--- src/rtl/pairing_io_pkg.sv ---
// Shared definitions for the pairing-core I/O blocks: core input-mode codes,
// result-word ordering and the result unloader FSM state type.
// Optional feature macro used by the users of this package:
// RESULT_UNLOAD_CHECKSUM_EN.
package pairing_io_pkg;

    // Core-facing field widths.
    localparam int WORD_SIZE        = 64;
    localparam int RAM_ADDR_SIZE    = 8;
    localparam int I_INPUTMODE_SIZE = 3;

    // Result bus geometry. The stream index is 5 bits so it can also
    // carry the checksum beat index.
    localparam int NUM_WORDS = 24;
    localparam int IDX_W     = 5;

    // Core input-mode codes. INPUT_COORD_CORE is the core's normal mode.
    localparam logic [I_INPUTMODE_SIZE-1:0] INPUT_COORD_CORE = 3'd0;
    localparam logic [I_INPUTMODE_SIZE-1:0] REF_RESULT       = 3'd3;

    // Typical RAM readback address.
    localparam logic [RAM_ADDR_SIZE-1:0] RAM_P_BT_0 = 8'h40;

    // Result names are resultABCD with A in 0..1, B in 0..2, C and D in 0..1.
    // result0000 is word 0, result1211 is word 23.
    function automatic int unsigned res_index(input int unsigned a, input int unsigned b,
                                              input int unsigned c, input int unsigned d);
        return ((a * 3 + b) * 2 + c) * 2 + d;
    endfunction

    localparam int RES_0000 = 0;
    localparam int RES_1211 = 23;

    // Result unloader sequencing.
    typedef enum logic [1:0] {
        ST_IDLE,
        ST_WAIT_BUSY,
        ST_LATENCY,
        ST_STREAM
    } unload_state_t;

endpackage

--- src/rtl/result_unloader_if.sv ---
// Host-side handshakes of the result unloader: the readback request channel
// and the valid/ready word stream. The unloader is the slave, the host the master.
// The checksum beat (RESULT_UNLOAD_CHECKSUM_EN) needs no extra signals here.
interface result_unloader_if #(
    parameter int WORD_W = 64,
    parameter int ADDR_W = 8
);
    logic              req_valid;
    logic              req_ready;
    logic [ADDR_W-1:0] req_raddr;
    logic              out_valid;
    logic              out_ready;
    logic [WORD_W-1:0] out_data;
    logic [4:0]        out_idx;
    logic              out_last;

    modport slave (
        input  req_valid, req_raddr, out_ready,
        output req_ready, out_valid, out_data, out_idx, out_last
    );

    modport master (
        output req_valid, req_raddr, out_ready,
        input  req_ready, out_valid, out_data, out_idx, out_last
    );
endinterface

--- src/rtl/result_capture_buf.sv ---
// Snapshot buffer for the core's result bus: loads all words in one edge,
// reads one word by index. With RESULT_UNLOAD_CHECKSUM_EN defined it also
// provides the XOR of all captured words.
module result_capture_buf
    import pairing_io_pkg::*;
#(
    parameter int WORD_W = WORD_SIZE
) (
    input  logic                        clk,
    input  logic                        rst,
    input  logic                        i_load,
    input  logic [NUM_WORDS*WORD_W-1:0] i_bus,
    input  logic [IDX_W-1:0]            i_idx,
    output logic [WORD_W-1:0]           o_word
`ifdef RESULT_UNLOAD_CHECKSUM_EN
    ,
    output logic [WORD_W-1:0]           o_xor
`endif
);

    logic [WORD_W-1:0] r_buf [NUM_WORDS];

    // Parallel load of every word from the flattened bus; cleared on reset.
    // NOTE: non-blocking assignments in clocked blocks so every register samples pre-edge values.
    // NOTE: this array is reset on purpose: a cleared buffer is visible state after reset.
    always_ff @(posedge clk) begin
        if (rst) begin
            for (int i = 0; i < NUM_WORDS; i++) r_buf[i] <= '0;
        end else if (i_load) begin
            for (int i = 0; i < NUM_WORDS; i++) r_buf[i] <= i_bus[i*WORD_W +: WORD_W];
        end
    end

    // Read mux; out-of-range indices (the checksum beat) read as zero.
    // NOTE: default assignment first so no path leaves o_word unassigned (no latch).
    always_comb begin
        o_word = '0;
        if (i_idx < IDX_W'(NUM_WORDS)) o_word = r_buf[i_idx];
    end

`ifdef RESULT_UNLOAD_CHECKSUM_EN
    // XOR-reduce of the captured words for the checksum beat.
    always_comb begin
        o_xor = '0;
        for (int i = 0; i < NUM_WORDS; i++) o_xor = o_xor ^ r_buf[i];
    end
`endif

endmodule

--- src/rtl/result_unloader.sv ---
// Result unloader: on request, points the core at a RAM address in REF_RESULT
// mode, waits the read latency, snapshots the 24-word result bus and streams
// it to the host one word per beat.
// RESULT_UNLOAD_CHECKSUM_EN adds a final XOR checksum beat at index 24.
module result_unloader
    import pairing_io_pkg::*;
#(
    parameter int WORD_W = WORD_SIZE,
    parameter int ADDR_W = RAM_ADDR_SIZE,
    parameter int MODE_W = I_INPUTMODE_SIZE,
    parameter int RD_LAT = 3
) (
    input  logic                        clk,
    input  logic                        rst,
    result_unloader_if.slave            host,
    input  logic                        core_busy,
    output logic [MODE_W-1:0]           o_inputmode,
    output logic [ADDR_W-1:0]           o_raddr,
    output logic                        o_mode_own,
    input  logic [NUM_WORDS*WORD_W-1:0] res_bus
);

`ifdef RESULT_UNLOAD_CHECKSUM_EN
    localparam logic [IDX_W-1:0] LAST_IDX = IDX_W'(NUM_WORDS);
`else
    localparam logic [IDX_W-1:0] LAST_IDX = IDX_W'(NUM_WORDS - 1);
`endif
    localparam int CNT_W = (RD_LAT > 1) ? $clog2(RD_LAT) : 1;

    unload_state_t     r_state;
    logic [CNT_W-1:0]  r_cnt;
    logic [IDX_W-1:0]  r_idx;
    logic              r_req_ready;
    logic              r_out_valid;
    logic              r_out_last;
    logic              r_mode_own;
    logic [MODE_W-1:0] r_inputmode;
    logic [ADDR_W-1:0] r_raddr;

    logic              w_load;
    logic              w_beat;
    logic [WORD_W-1:0] w_buf_word;
    logic [WORD_W-1:0] w_out_data;
`ifdef RESULT_UNLOAD_CHECKSUM_EN
    logic [WORD_W-1:0] w_xor;
`endif

    // The bus is snapshotted on the last latency edge.
    assign w_load = (r_state == ST_LATENCY) && (r_cnt == '0);
    assign w_beat = r_out_valid && host.out_ready;

    result_capture_buf #(.WORD_W(WORD_W)) u_buf (
        .clk    (clk),
        .rst    (rst),
        .i_load (w_load),
        .i_bus  (res_bus),
        .i_idx  (r_idx),
        .o_word (w_buf_word)
`ifdef RESULT_UNLOAD_CHECKSUM_EN
        ,
        .o_xor  (w_xor)
`endif
    );

    // Stream data: buffered word, or the checksum on the extra beat; zero when idle.
    always_comb begin
        w_out_data = '0;
        if (r_out_valid) begin
            w_out_data = w_buf_word;
`ifdef RESULT_UNLOAD_CHECKSUM_EN
            if (r_idx == IDX_W'(NUM_WORDS)) w_out_data = w_xor;
`endif
        end
    end

    // Readback sequencer with registered handshake and core-control outputs.
    always_ff @(posedge clk) begin
        if (rst) begin
            r_state     <= ST_IDLE;
            r_cnt       <= '0;
            r_idx       <= '0;
            r_req_ready <= 1'b1;
            r_out_valid <= 1'b0;
            r_out_last  <= 1'b0;
            r_mode_own  <= 1'b0;
            r_inputmode <= '0;
            r_raddr     <= '0;
        end else begin
            case (r_state)
                ST_IDLE: begin
                    if (host.req_valid && r_req_ready) begin
                        r_raddr     <= host.req_raddr;
                        r_req_ready <= 1'b0;
                        r_state     <= ST_WAIT_BUSY;
                    end
                end
                ST_WAIT_BUSY: begin
                    if (!core_busy) begin
                        r_inputmode <= MODE_W'(REF_RESULT);
                        r_mode_own  <= 1'b1;
                        r_cnt       <= CNT_W'(RD_LAT - 1);
                        r_state     <= ST_LATENCY;
                    end
                end
                ST_LATENCY: begin
                    // core_busy is deliberately not looked at: the core holds
                    // its readout stable once the read has started.
                    if (r_cnt == '0) begin
                        r_mode_own  <= 1'b0;
                        r_inputmode <= MODE_W'(INPUT_COORD_CORE);
                        r_idx       <= '0;
                        r_out_valid <= 1'b1;
                        r_out_last  <= 1'b0;
                        r_state     <= ST_STREAM;
                    end else begin
                        r_cnt <= r_cnt - 1'b1;
                    end
                end
                ST_STREAM: begin
                    if (w_beat) begin
                        if (r_out_last) begin
                            r_out_valid <= 1'b0;
                            r_out_last  <= 1'b0;
                            r_idx       <= '0;
                            r_req_ready <= 1'b1;
                            r_state     <= ST_IDLE;
                        end else begin
                            r_idx      <= r_idx + 1'b1;
                            r_out_last <= ((r_idx + 1'b1) == LAST_IDX);
                        end
                    end
                end
                default: r_state <= ST_IDLE;
            endcase
        end
    end

    assign host.req_ready = r_req_ready;
    assign host.out_valid = r_out_valid;
    assign host.out_data  = w_out_data;
    assign host.out_idx   = r_idx;
    assign host.out_last  = r_out_last;
    assign o_inputmode    = r_inputmode;
    assign o_raddr        = r_raddr;
    assign o_mode_own     = r_mode_own;

endmodule

--- src/flat_wrapper.sv ---
// flat-port wrapper written by rule: the top's interface ports become plain ports
module result_unloader_flat import pairing_io_pkg::*;
#(
    parameter int WORD_W = WORD_SIZE,
    parameter int ADDR_W = RAM_ADDR_SIZE,
    parameter int MODE_W = I_INPUTMODE_SIZE,
    parameter int RD_LAT = 3
)
  (clk, rst, core_busy, o_inputmode, o_raddr, o_mode_own, res_bus, host_req_valid, host_req_raddr, host_out_ready, host_req_ready, host_out_valid, host_out_data, host_out_idx, host_out_last);
  result_unloader_if #(.WORD_W(WORD_W), .ADDR_W(ADDR_W)) host_i ();
  input  logic clk;
  input  logic rst;
  input  logic core_busy;
  output logic [MODE_W-1:0] o_inputmode;
  output logic [ADDR_W-1:0] o_raddr;
  output logic o_mode_own;
  input  logic [NUM_WORDS*WORD_W-1:0] res_bus;
  input wire logic [$bits(host_i.req_valid)-1:0] host_req_valid;
  input wire logic [$bits(host_i.req_raddr)-1:0] host_req_raddr;
  input wire logic [$bits(host_i.out_ready)-1:0] host_out_ready;
  output wire logic [$bits(host_i.req_ready)-1:0] host_req_ready;
  output wire logic [$bits(host_i.out_valid)-1:0] host_out_valid;
  output wire logic [$bits(host_i.out_data)-1:0] host_out_data;
  output wire logic [$bits(host_i.out_idx)-1:0] host_out_idx;
  output wire logic [$bits(host_i.out_last)-1:0] host_out_last;
  assign host_i.req_valid = host_req_valid;
  assign host_i.req_raddr = host_req_raddr;
  assign host_i.out_ready = host_out_ready;
  assign host_req_ready = host_i.req_ready;
  assign host_out_valid = host_i.out_valid;
  assign host_out_data = host_i.out_data;
  assign host_out_idx = host_i.out_idx;
  assign host_out_last = host_i.out_last;
  result_unloader #(.WORD_W(WORD_W), .ADDR_W(ADDR_W), .MODE_W(MODE_W), .RD_LAT(RD_LAT)) u_core (.clk(clk), .rst(rst), .host(host_i), .core_busy(core_busy), .o_inputmode(o_inputmode), .o_raddr(o_raddr), .o_mode_own(o_mode_own), .res_bus(res_bus));
endmodule
--- config.mk ---
export PLATFORM = sky130hd
export DESIGN_NAME = result_unloader_flat
export DESIGN_NICKNAME = d
export VERILOG_FILES = /design/src/rtl/pairing_io_pkg.sv /design/src/rtl/result_unloader_if.sv /design/src/rtl/result_capture_buf.sv /design/src/rtl/result_unloader.sv /design/src/flat_wrapper.sv
export SDC_FILE = /design/constraint.sdc
export NUM_CORES = 2
export LEC_CHECK = 0
export BUFFER_PORTS_ARGS = -buffer_cell sky130_fd_sc_hd__buf_2
export CAP_MARGIN = 0
export CORE_AREA = 2 2 641 643
export DETAILED_ROUTE_END_ITERATION = 10
export DIE_AREA = 0 0 643 645
export HOLD_SLACK_MARGIN = 0.02
export MAX_ROUTING_LAYER = met4
export PLACE_DENSITY = 0.45
export SETUP_SLACK_MARGIN = 0.05
export SLEW_MARGIN = 20
export SYNTH_ARGS = -nofsm -noshare
export SYNTH_HDL_FRONTEND = slang
export SYNTH_SLANG_ARGS = --single-unit
--- constraint.sdc ---
create_clock -name clk -period 54.5 [get_ports clk]
set_clock_uncertainty 0.2 [all_clocks]
set_input_delay 5.45 -clock clk [delete_from_list [all_inputs] [get_ports clk]]
set_output_delay 5.45 -clock clk [all_outputs]
set_load 0.01 [all_outputs]
==> results_dict.tcl <==
set metrics [dict create \
    status "complete, no violations" \
    synth_cell_types 45 \
    vias 45930 \
    cts_hold_buf 0 \
    fin_setup_tns_ns 0 \
    fp-row-count 235 \
    required_ns 48.85 \
    nNetsFinal 7537 \
    layout-drive-gt1-share 0.4022 \
    coreArea_um2 408100 \
    drv_slew 0 \
    detail-route-antenna-nets 0 \
    die-area_um2 414700 \
    ys_top_cells_by_area "edfxtp_1 66%, and2_1 10%, mux4_2 10%" \
    clkTransAtPathRegs_ns 0.06 \
    port_buffers 1631 \
    grt_pass1_wl_mm 444.8 \
    gr-total-overflow 0 \
    cts.repair_timing.setup_buffer_count 0 \
    grt_use_total 0.1626 \
    ioPinCount 1633 \
    end_kind "output port" \
    max_slew_margin 0.2794 \
    first_pass_iters 5 \
    synth_top_flop_cell "edfxtp_1" \
    syn-mean-instance-area_um2 16.06 \
    dp_hpwl_mm 265.3 \
    h-tree-depth 4 \
    die_width_um 643 \
    wire_per_inst_um 28.89 \
    setup_viol 0 \
    rsz0062_at_grt "no" \
    ys_async_sr_fraction 0 \
    ys.warnings.count 0 \
    gp_congestion 0.8810 \
    peakVddDrop_uv 29.65 \
    synthDominantCellAreaShare 0.6597 \
    cts_root_buf "clkbuf_16" \
    max_freq_mhz 83.04 \
    drc 0 \
    cts_tree "yes" \
    synth_most_common_cell "edfxtp_1" \
    synth_area_um2 69920 \
    max_cap_violations 0 \
    cts_sinks 1562 \
    period_share 0.2210 \
    arrival_ns 6.39 \
    synth_edf_count 1536 \
    grt_pass1_vias 47600 \
    initial_utilization 0.1713 \
    p_per_area_nw_per_um2 38.33 \
    worst_pin_slew_ns 1.081 \
    hold_viol 0 \
    ys_ff_latch 1562 \
    die_y_um 645 \
    fin_crit_ns 12.04 \
    clk_latency_ns 0.88 \
    numCtsBuffers 198 \
    power_w 0.003492 \
    synth.largest_area_cell "edfxtp_1" \
    routed_wl_mm 339.8 \
    cp-start-kind "flop" \
    hold_path_class "flop to flop" \
    yosysSeqAreaShare 0.6671 \
    cts_buffer_depth 4 \
    syn_nets 5911 \
    cts_resized 0 \
    cp_max_fo 38 \
    leakagePower_nw 33.79 \
    criticalPathCategory "flop to output port" \
    antenna_found_initial 364 \
    grt_max_degree 220 \
    first_iter_violations 3751 \
    netlist_instances 4355 \
    routed_via_density 3.905 \
    area_growth_pct 30.28 \
    synthTopCellsByCount "1536 x edfxtp_1, 1155 x and2_1, 387 x nor2b_1, 319 x mux4_2, 238 x clkbuf_1" \
]
stage by stage:
stage	hold WS (ns)	instances	setup WS, ns	utilization	area [um2]
final	0.2940	11760	42.46	0.2232	91090
after global placement	0.2690	11230	42.99	0.2070	84480
after floorplan	0.2922	4355	9.781	-	69920
after CTS	0.2969	11580	42.00	0.2220	90610
after detailed placement	0.2835	11230	42.98	0.2071	84510
after global routing	0.3323	11720	41.97	0.2230	91000
critical path, stage by stage (launching register included):
cell     delay, ns
dfxtp_4       0.60
buf_4         0.37
buf_4         0.41
buf_4         0.65
buf_4         0.60
buf_4         0.73
mux4_2        0.59
mux2_2        0.28
a22oi_1       0.60
nand2_1       0.34
buf_2         0.23
path summary, 6_finish.rpt:
check                                      start  slack [ns]                                  endpoint  depth (start not counted)
hold reg to reg   u_core.o_raddr[3]$_SDFFE_PP0P_        0.29            u_core.o_raddr[3]$_SDFFE_PP0P_                          2
setup reg to reg  u_core.r_state[0]$_SDFFE_PP0P_       48.34  u_core.u_buf.r_buf[15][34]$_SDFFCE_PN0P_                          9
setup / recovery                            flop       42.46                         host_out_data[16]                         10
hold / removal    u_core.o_raddr[3]$_SDFFE_PP0P_        0.29            u_core.o_raddr[3]$_SDFFE_PP0P_                          2
state kept, by name, summed over array words and instances (netlist names), named ones only:
signal                 count
u_core.u_buf.r_buf      1536
u_core.o_raddr             8
u_core.host.out_idx        5
u_core.r_cnt               2
u_core.r_state             2
u_core.host.out_last       1
u_core.host.out_valid      1
u_core.host.req_ready      1
u_core.o_inputmode         1
cell type report:
| type | instances | area (um2) |
|---|---|---|
| fillers | 43620 | 317000 |
| flip-flops and latches | 1562 | 46660 |
| multi-input cells | 2468 | 21900 |
| repair buffers | 1744 | 9144 |
| well taps | 5451 | 6820 |
| clock buffers | 246 | 5240 |
| clock inverters | 104 | 857.1 |
| diodes | 180 | 450.4 |
| inverters | 7 | 26.28 |
cells in the final DEF (no fill, tap or decap), drive strengths merged, types with 2 or more instances in the layout:
cell	count
edfxtp	1536
a211oi	2
inv	17
a21oi	8
nor2	21
buf	1744
a21boi	3
o211ai	64
nand3	5
a2bb2oi	2
a22oi	129
nand2b	4
ha	7
nand2	72
mux2	127
and2	1155
a311oi	2
clkinv	77
nor2b	387
and3b	2
clkinvlp	8
bufinv	9
o21ai	2
clkbuf	246
mux2i	139
dfxtp	26
diode	180
nor3b	2
mux4	319
layer usage:
layer	routed length (um)	share of wire	global-route usage	up-vias
li1	-	-	-	19690
met1	128500	0.38	0.1805	23440
met2	179000	0.53	0.2905	2105
met3	21150	0.062	0.03494	694
met4	11110	0.033	0.04925	0
met5	0	0	-	-
power by group:
part / internal (W) / switching (W) / total [W]
clock network: 0.000724 / 0.000551 / 0.00127
registers: 0.00163 / 0.0000873 / 0.00171
logic: 0.000195 / 0.000309 / 0.000504
total: 0.00254 / 0.000948 / 0.00349
cells by family (layout without fill, tap and decap cells):
group,after synthesis,after routing,share of synthesized area
xor gates and xnor gates,1,1,0.0001253
and+or+nand+nor,1653,1653,0.1446
AOI/OAI and AO/OA,221,221,0.02357
muxes,585,585,0.1431
adders and majority gates,7,7,0.001253
buffers and inverters,325,2101,0.02020
DFF,1562,1562,0.6671
other,1,181,0.00005363
(Power assumes the default switching activity.)
